`config.mk`:
```
export PLATFORM = sky130hd
export DESIGN_NAME = reg_file_wb
export DESIGN_NICKNAME = d
export VERILOG_FILES = /design/src/rtl/riscv_pkg.sv /design/src/rtl/reg_scoreboard.sv /design/src/rtl/reg_file_wb.sv
export SDC_FILE = /design/constraint.sdc
export NUM_CORES = 2
export LEC_CHECK = 0
export CAP_MARGIN = 20
export CORE_MARGIN = 4
export CORE_UTILIZATION = 50
export DETAILED_ROUTE_END_ITERATION = 10
export PLACE_DENSITY_LB_ADDON = 0.2
export RECOVER_POWER = 25
export SLEW_MARGIN = 5
export SYNTH_ARGS = -nofsm -noshare
export SYNTH_HDL_FRONTEND = slang
export SYNTH_SLANG_ARGS = --single-unit
```
`constraint.sdc`:
```
create_clock -name clk -period 5.55 [get_ports clk]
set_clock_uncertainty 0.2 [all_clocks]
set_input_delay 0.8325 -clock clk [delete_from_list [all_inputs] [get_ports clk]]
set_output_delay 0.8325 -clock clk [all_outputs]
set_load 0.02 [all_outputs]
```
`src/rtl/riscv_pkg.sv`:
```
// Shared definitions for the writeback-side register file and its scoreboard.
package riscv_pkg;

    localparam int WIDTH_DEFAULT = 32;
    localparam int NREGS_DEFAULT = 32;
    localparam int REG_ADDR_W    = $clog2(NREGS_DEFAULT);

    typedef logic [REG_ADDR_W-1:0] reg_addr_t;

    // Register 0 is hardwired; only non-zero indices hold state or pend.
    function automatic logic addr_is_live(input reg_addr_t addr);
        return (addr != '0);
    endfunction

endpackage : riscv_pkg

```
`src/rtl/reg_scoreboard.sv`:
```
// Per-register pending scoreboard for long-latency results and the Decode
// stall compare. A writeback that retires a long result releases its
// dependents in the same cycle; the data reaches them through the read bypass.
module reg_scoreboard
    import riscv_pkg::*;
#(
    parameter int NREGS = NREGS_DEFAULT
) (
    input  logic                     clk,
    input  logic                     rst_n,
    input  logic [$clog2(NREGS)-1:0] rs1_addr,
    input  logic [$clog2(NREGS)-1:0] rs2_addr,
    input  logic [$clog2(NREGS)-1:0] rd_dec,
    input  logic                     long_issue,
    input  logic                     reg_write,
    input  logic [$clog2(NREGS)-1:0] rd_wb,
    input  logic                     long_done,
    output logic                     stall,
    output logic [NREGS-1:0]         pending_mask
);

    logic [NREGS-1:0] pend_q;
    logic [NREGS-1:0] pend_d;
    logic [NREGS-1:0] clr_vec_s;
    logic [NREGS-1:0] set_vec_s;
    logic [NREGS-1:0] live_s;
    logic             stall_s;

    // Decode the retiring long writeback into a one-hot clear vector.
    always_comb begin
        clr_vec_s = '0;
        if (reg_write && long_done && (rd_wb != '0)) begin
            clr_vec_s[rd_wb] = 1'b1;
        end else begin
            clr_vec_s = '0;
        end
    end

    // Pending bits still in force this cycle, after same-cycle release.
    always_comb begin
        live_s = pend_q & ~clr_vec_s;
    end

    // Stall on any live pending source, or on a live pending destination (WAW).
    always_comb begin
        stall_s = 1'b0;
        if ((rs1_addr != '0) && live_s[rs1_addr]) begin
            stall_s = 1'b1;
        end else if ((rs2_addr != '0) && live_s[rs2_addr]) begin
            stall_s = 1'b1;
        end else if ((rd_dec != '0) && live_s[rd_dec]) begin
            stall_s = 1'b1;
        end else begin
            stall_s = 1'b0;
        end
    end

    // A non-stalled long issue claims its destination register.
    always_comb begin
        set_vec_s = '0;
        if (long_issue && !stall_s && (rd_dec != '0)) begin
            set_vec_s[rd_dec] = 1'b1;
        end else begin
            set_vec_s = '0;
        end
    end

    // Next pending state: clear first, then set, so a new issuer wins a tie.
    always_comb begin
        pend_d    = (pend_q & ~clr_vec_s) | set_vec_s;
        pend_d[0] = 1'b0;
    end

    // Pending register; reset drops every outstanding claim.
    always_ff @(posedge clk or negedge rst_n) begin
        if (!rst_n) begin
            pend_q <= '0;
        end else begin
            pend_q <= pend_d;
        end
    end

    assign stall        = stall_s;
    assign pending_mask = pend_q;

endmodule : reg_scoreboard

```
`src/rtl/reg_file_wb.sv`:
```
// Writeback-side register file: two combinational read ports with a
// same-cycle write-to-read bypass, plus the long-latency pending scoreboard.
module reg_file_wb
    import riscv_pkg::*;
#(
    parameter int WIDTH = WIDTH_DEFAULT,
    parameter int NREGS = NREGS_DEFAULT
) (
    input  logic                     clk,
    input  logic                     rst_n,
    input  logic [$clog2(NREGS)-1:0] Rs1D,
    input  logic [$clog2(NREGS)-1:0] Rs2D,
    output logic [WIDTH-1:0]         RD1D,
    output logic [WIDTH-1:0]         RD2D,
    input  logic [$clog2(NREGS)-1:0] RdD,
    input  logic                     LongIssueD,
    input  logic                     RegWriteW,
    input  logic [$clog2(NREGS)-1:0] RdW,
    input  logic [WIDTH-1:0]         ResultW,
    input  logic                     LongDoneW,
    output logic                     StallD,
    output logic [NREGS-1:0]         PendingMask
);

    logic [WIDTH-1:0] regs_q [NREGS];
    logic [WIDTH-1:0] regs_d [NREGS];
    logic             wr_en_s;
    logic [WIDTH-1:0] rd1_s;
    logic [WIDTH-1:0] rd2_s;

    // Writes to register 0 are dropped.
    always_comb begin
        wr_en_s = 1'b0;
        if (RegWriteW && (RdW != '0)) begin
            wr_en_s = 1'b1;
        end else begin
            wr_en_s = 1'b0;
        end
    end

    // Next array contents: only the addressed register changes.
    always_comb begin
        regs_d = regs_q;
        if (wr_en_s) begin
            regs_d[RdW] = ResultW;
        end else begin
            regs_d = regs_q;
        end
    end

    // Register array; reset clears every entry.
    always_ff @(posedge clk or negedge rst_n) begin
        if (!rst_n) begin
            for (int i = 0; i < NREGS; i++) begin
                regs_q[i] <= '0;
            end
        end else begin
            regs_q <= regs_d;
        end
    end

    // Read port 1: zero register, then bypass of this cycle's write, then array.
    always_comb begin
        rd1_s = '0;
        if (Rs1D == '0) begin
            rd1_s = '0;
        end else if (wr_en_s && (RdW == Rs1D)) begin
            rd1_s = ResultW;
        end else begin
            rd1_s = regs_q[Rs1D];
        end
    end

    // Read port 2: same priority as port 1.
    always_comb begin
        rd2_s = '0;
        if (Rs2D == '0) begin
            rd2_s = '0;
        end else if (wr_en_s && (RdW == Rs2D)) begin
            rd2_s = ResultW;
        end else begin
            rd2_s = regs_q[Rs2D];
        end
    end

    assign RD1D = rd1_s;
    assign RD2D = rd2_s;

    reg_scoreboard #(
        .NREGS (NREGS)
    ) u_scoreboard (
        .clk          (clk),
        .rst_n        (rst_n),
        .rs1_addr     (Rs1D),
        .rs2_addr     (Rs2D),
        .rd_dec       (RdD),
        .long_issue   (LongIssueD),
        .reg_write    (RegWriteW),
        .rd_wb        (RdW),
        .long_done    (LongDoneW),
        .stall        (StallD),
        .pending_mask (PendingMask)
    );

endmodule : reg_file_wb
```
==> flow_metrics.py <==
metrics = {
    "status": {
        "status": "finished with violations",
        "violations": "max-capacitance violations, max-slew violations",
    },
    "floorplanning": {
        "io_pins": 154,
        "die_w_um": 347,
        "die-area_sq_um": 120000,
        "start_util_pct": 50.7,
        "die_y_um": 347,
        "core_sq_um": 113000,
        "num_rows": 123,
    },
    "cts": {
        "cts_root_buffer": "clkbuf_16",
        "post_cts_buffers": 0,
        "clock_latency_ns": 0.70,
        "cts_tree": "done",
        "postCtsHoldBufs": 1,
        "path_clk_slew_ns": 0.06,
        "numCtsBuffers": 113,
        "htree_num_levels": 3,
        "clk_path_buf_depth": 3,
        "cts.repair.resized": 0,
        "cts.sinks": 1055,
    },
    "setup_path": {
        "critPathCaptureType": "output port",
        "r2r_cells": 8,
        "crit_buf_inv": 2,
        "crit_required_ns": 4.52,
        "reg2reg_slack_ns": 2.84,
        "slowest_stage": "clkdlybuf4s50_1",
        "worstPathCellList": "clkdlybuf4s50_1 -> o41ai_1 -> nor4_1 -> nand3_4 -> a211oi_1 -> clkdlybuf4s50_1",
        "cp_max_fo": 17,
        "start_kind": "input pin",
        "crit_arrival_ns": 4.29,
        "r2r_end": "u_scoreboard.pending_mask[27]",
        "crit-reg2reg-launch": "u_scoreboard.pending_mask[29]",
        "cp.depth": 6,
        "critPathKind": "in2out",
        "slowest_delay_ns": 0.87,
        "critPathTopFamily": "buffers and inverters",
        "cp_common_cell": "clkdlybuf4s50_1",
    },
    "global_routing": {
        "grt-ovfl-total": 0,
        "grt_pass1_vias": 37400,
        "grt_max_degree": 135,
        "track_usage_pct": 29.0,
        "antenna_found_initial": 1,
        "grt_pass1_wl_mm": 258,
    },
    "cells_and_area": {
        "antenna_cells": 0,
        "layout-drive-gt1-share_pct": 52.0,
        "final_cell_mix": "dfrtp_1, mux2_2, mux4_2, clkdlybuf4s50_1, buf_4",
        "area_delta_synth_final_pct": 13.7,
        "nets": 3880,
        "fin_util_pct": 57.6,
        "final_common_cell": "dfrtp_1",
        "fillers": 8871,
    },
    "drt": {
        "drt_iter0_drc": 3220,
        "post_drt_wl_per_cell_um": 32.1,
        "via_per_inst": 6.69,
        "final_antenna_net_count": 0,
        "drcViolationCount": 0,
        "wl_mm": 174,
        "vias": 36200,
        "first_pass_iters": 6,
    },
    "yosys": {
        "synth.avg_cell_area_sq_um": 15.1,
        "async_flop_share_pct": 100,
        "synth_nets": 3862,
        "ys_ff_latch": 1055,
        "synth_seq_area_share_pct": 46.1,
        "yosysWarnings": 0,
        "synth_cells": 3805,
        "netlist_area_sq_um": 57300,
        "synth.distinct_cells": 64,
        "synth_ff_type": "dfrtp_1",
        "synth-edff-count": 0,
    },
    "timing": {
        "tns_ns": 0,
        "rsz0062_at_grt": "false",
        "finalSetupViolCount": 0,
        "tightest_slew_ns": 2.47,
        "final-max-slew-violation-count": 298,
        "slew_headroom_pct": -64.8,
        "finalCritPeriodShare_pct": 95.8,
        "fin_crit_ns": 5.32,
        "finalHoldViolCount": 0,
        "max_freq_ghz": 0.188,
    },
    "min_path": {
        "hold_end": "regs_q[1005]",
        "holdCritStartpoint": "regs_q[1005]",
        "worst_hold_path.num_cells": 0,
        "hold_class": "reg2reg",
    },
    "power": {
        "powerDensity_nw_per_um2": 363,
        "p_leak_nw": 27.5,
        "vdd_ir_drop_max_mv": 0.261,
    },
    "flow_run": {
        "maxCapViolCount": 6,
    },
    "placement": {
        "post-dp-hpwl_mm": 99.8,
        "port_buffers": 152,
        "gp_congestion": 0.913,
    },
}
-- layer usage --
layer	wire (um)	track usage (%)	vias to the layer above	part of all wire, %
li1	-	-	14800	-
met1	72300	40.8	19800	42
met2	83400	46.3	1383	48
met3	12500	6.00	323	7.2
met4	5350	8.27	4	3.1
met5	27	0	-	0.016
-- final cells by class --
cell class              instances  area (sq um)  area share, %
multi-input cells            2300         29300           45.0
flip-flops and latches       1055         26400           40.5
clock inverters                43           579          0.889
clock buffers                 164          3400           5.22
inverters                       6          32.5         0.0499
repair buffers                347          3550           5.45
well taps                    1500          1880           2.88
-- through the flow --
stage	hold WS, ns	setup WS, ns	instance area [sq um]	power, W	std cells
2_1_floorplan	0.241	1.48	57300	0.0139	3805
3_3_place_gp	0.176	0.208	61200	0.0155	5206
3_5_place_dp	0.183	0.234	61200	0.0157	5206
4_1_cts	0.196	0.221	65200	0.0238	5414
5_1_grt	0.205	0.0792	65200	0.0247	5415
6_report	0.193	0.232	65200	0.0237	5415
-- where the power goes --
part / internal (W) / switching (W)
registers: 0.00917 / 0.00106
logic: 0.00324 / 0.00214
clock network: 0.00483 / 0.00323
total: 0.0172 / 0.00643
-- how the worst max path moves through the flow --
stage / slack (ns) / end / start
after global placement: 0.21 / RD1D[10] / RdW[4]
final: 0.23 / RD1D[10] / RdW[4]
after global routing: 0.08 / RD2D[1] / RegWriteW
after CTS: 0.22 / RD1D[10] / RegWriteW
after floorplan: 1.48 / RD2D[18] / Rs2D[1]
after detailed placement: 0.23 / RD1D[10] / RegWriteW
-- cell usage after synthesis, types with 9 or more instances --
library cell | instances | area share [%]
mux2_2 | 995 | 20
nand2_1 | 131 | 0.86
clkbuf_1 | 265 | 1.7
a21oi_1 | 23 | 0.20
o21ai_0 | 40 | 0.35
buf_4 | 13 | 0.17
a31oi_1 | 18 | 0.20
mux2i_1 | 69 | 1.2
buf_1 | 73 | 0.48
nand3_1 | 25 | 0.22
and2_1 | 27 | 0.29
o21ai_1 | 38 | 0.33
a311oi_1 | 17 | 0.26
buf_2 | 93 | 0.81
nor2b_1 | 9 | 0.098
nor2_1 | 104 | 0.68
dfrtp_1 | 1055 | 46
a211oi_1 | 81 | 1.1
mux4_2 | 605 | 24
o211ai_1 | 14 | 0.18
-- cells by family after synthesis --
logic type | share of synthesized area, %
xor+xnor | 0.153
flops | 46.1
mux | 44.5
other cells | 0.00654
buf+inv | 3.24
simple gates | 2.97
compound gates | 3.04
-- state kept, by name, indices dropped and copies added (netlist names) --
name and cells:
regs_q 1024, u_scoreboard.pending_mask 31
Note: power is estimated with default switching activity, not from simulation.
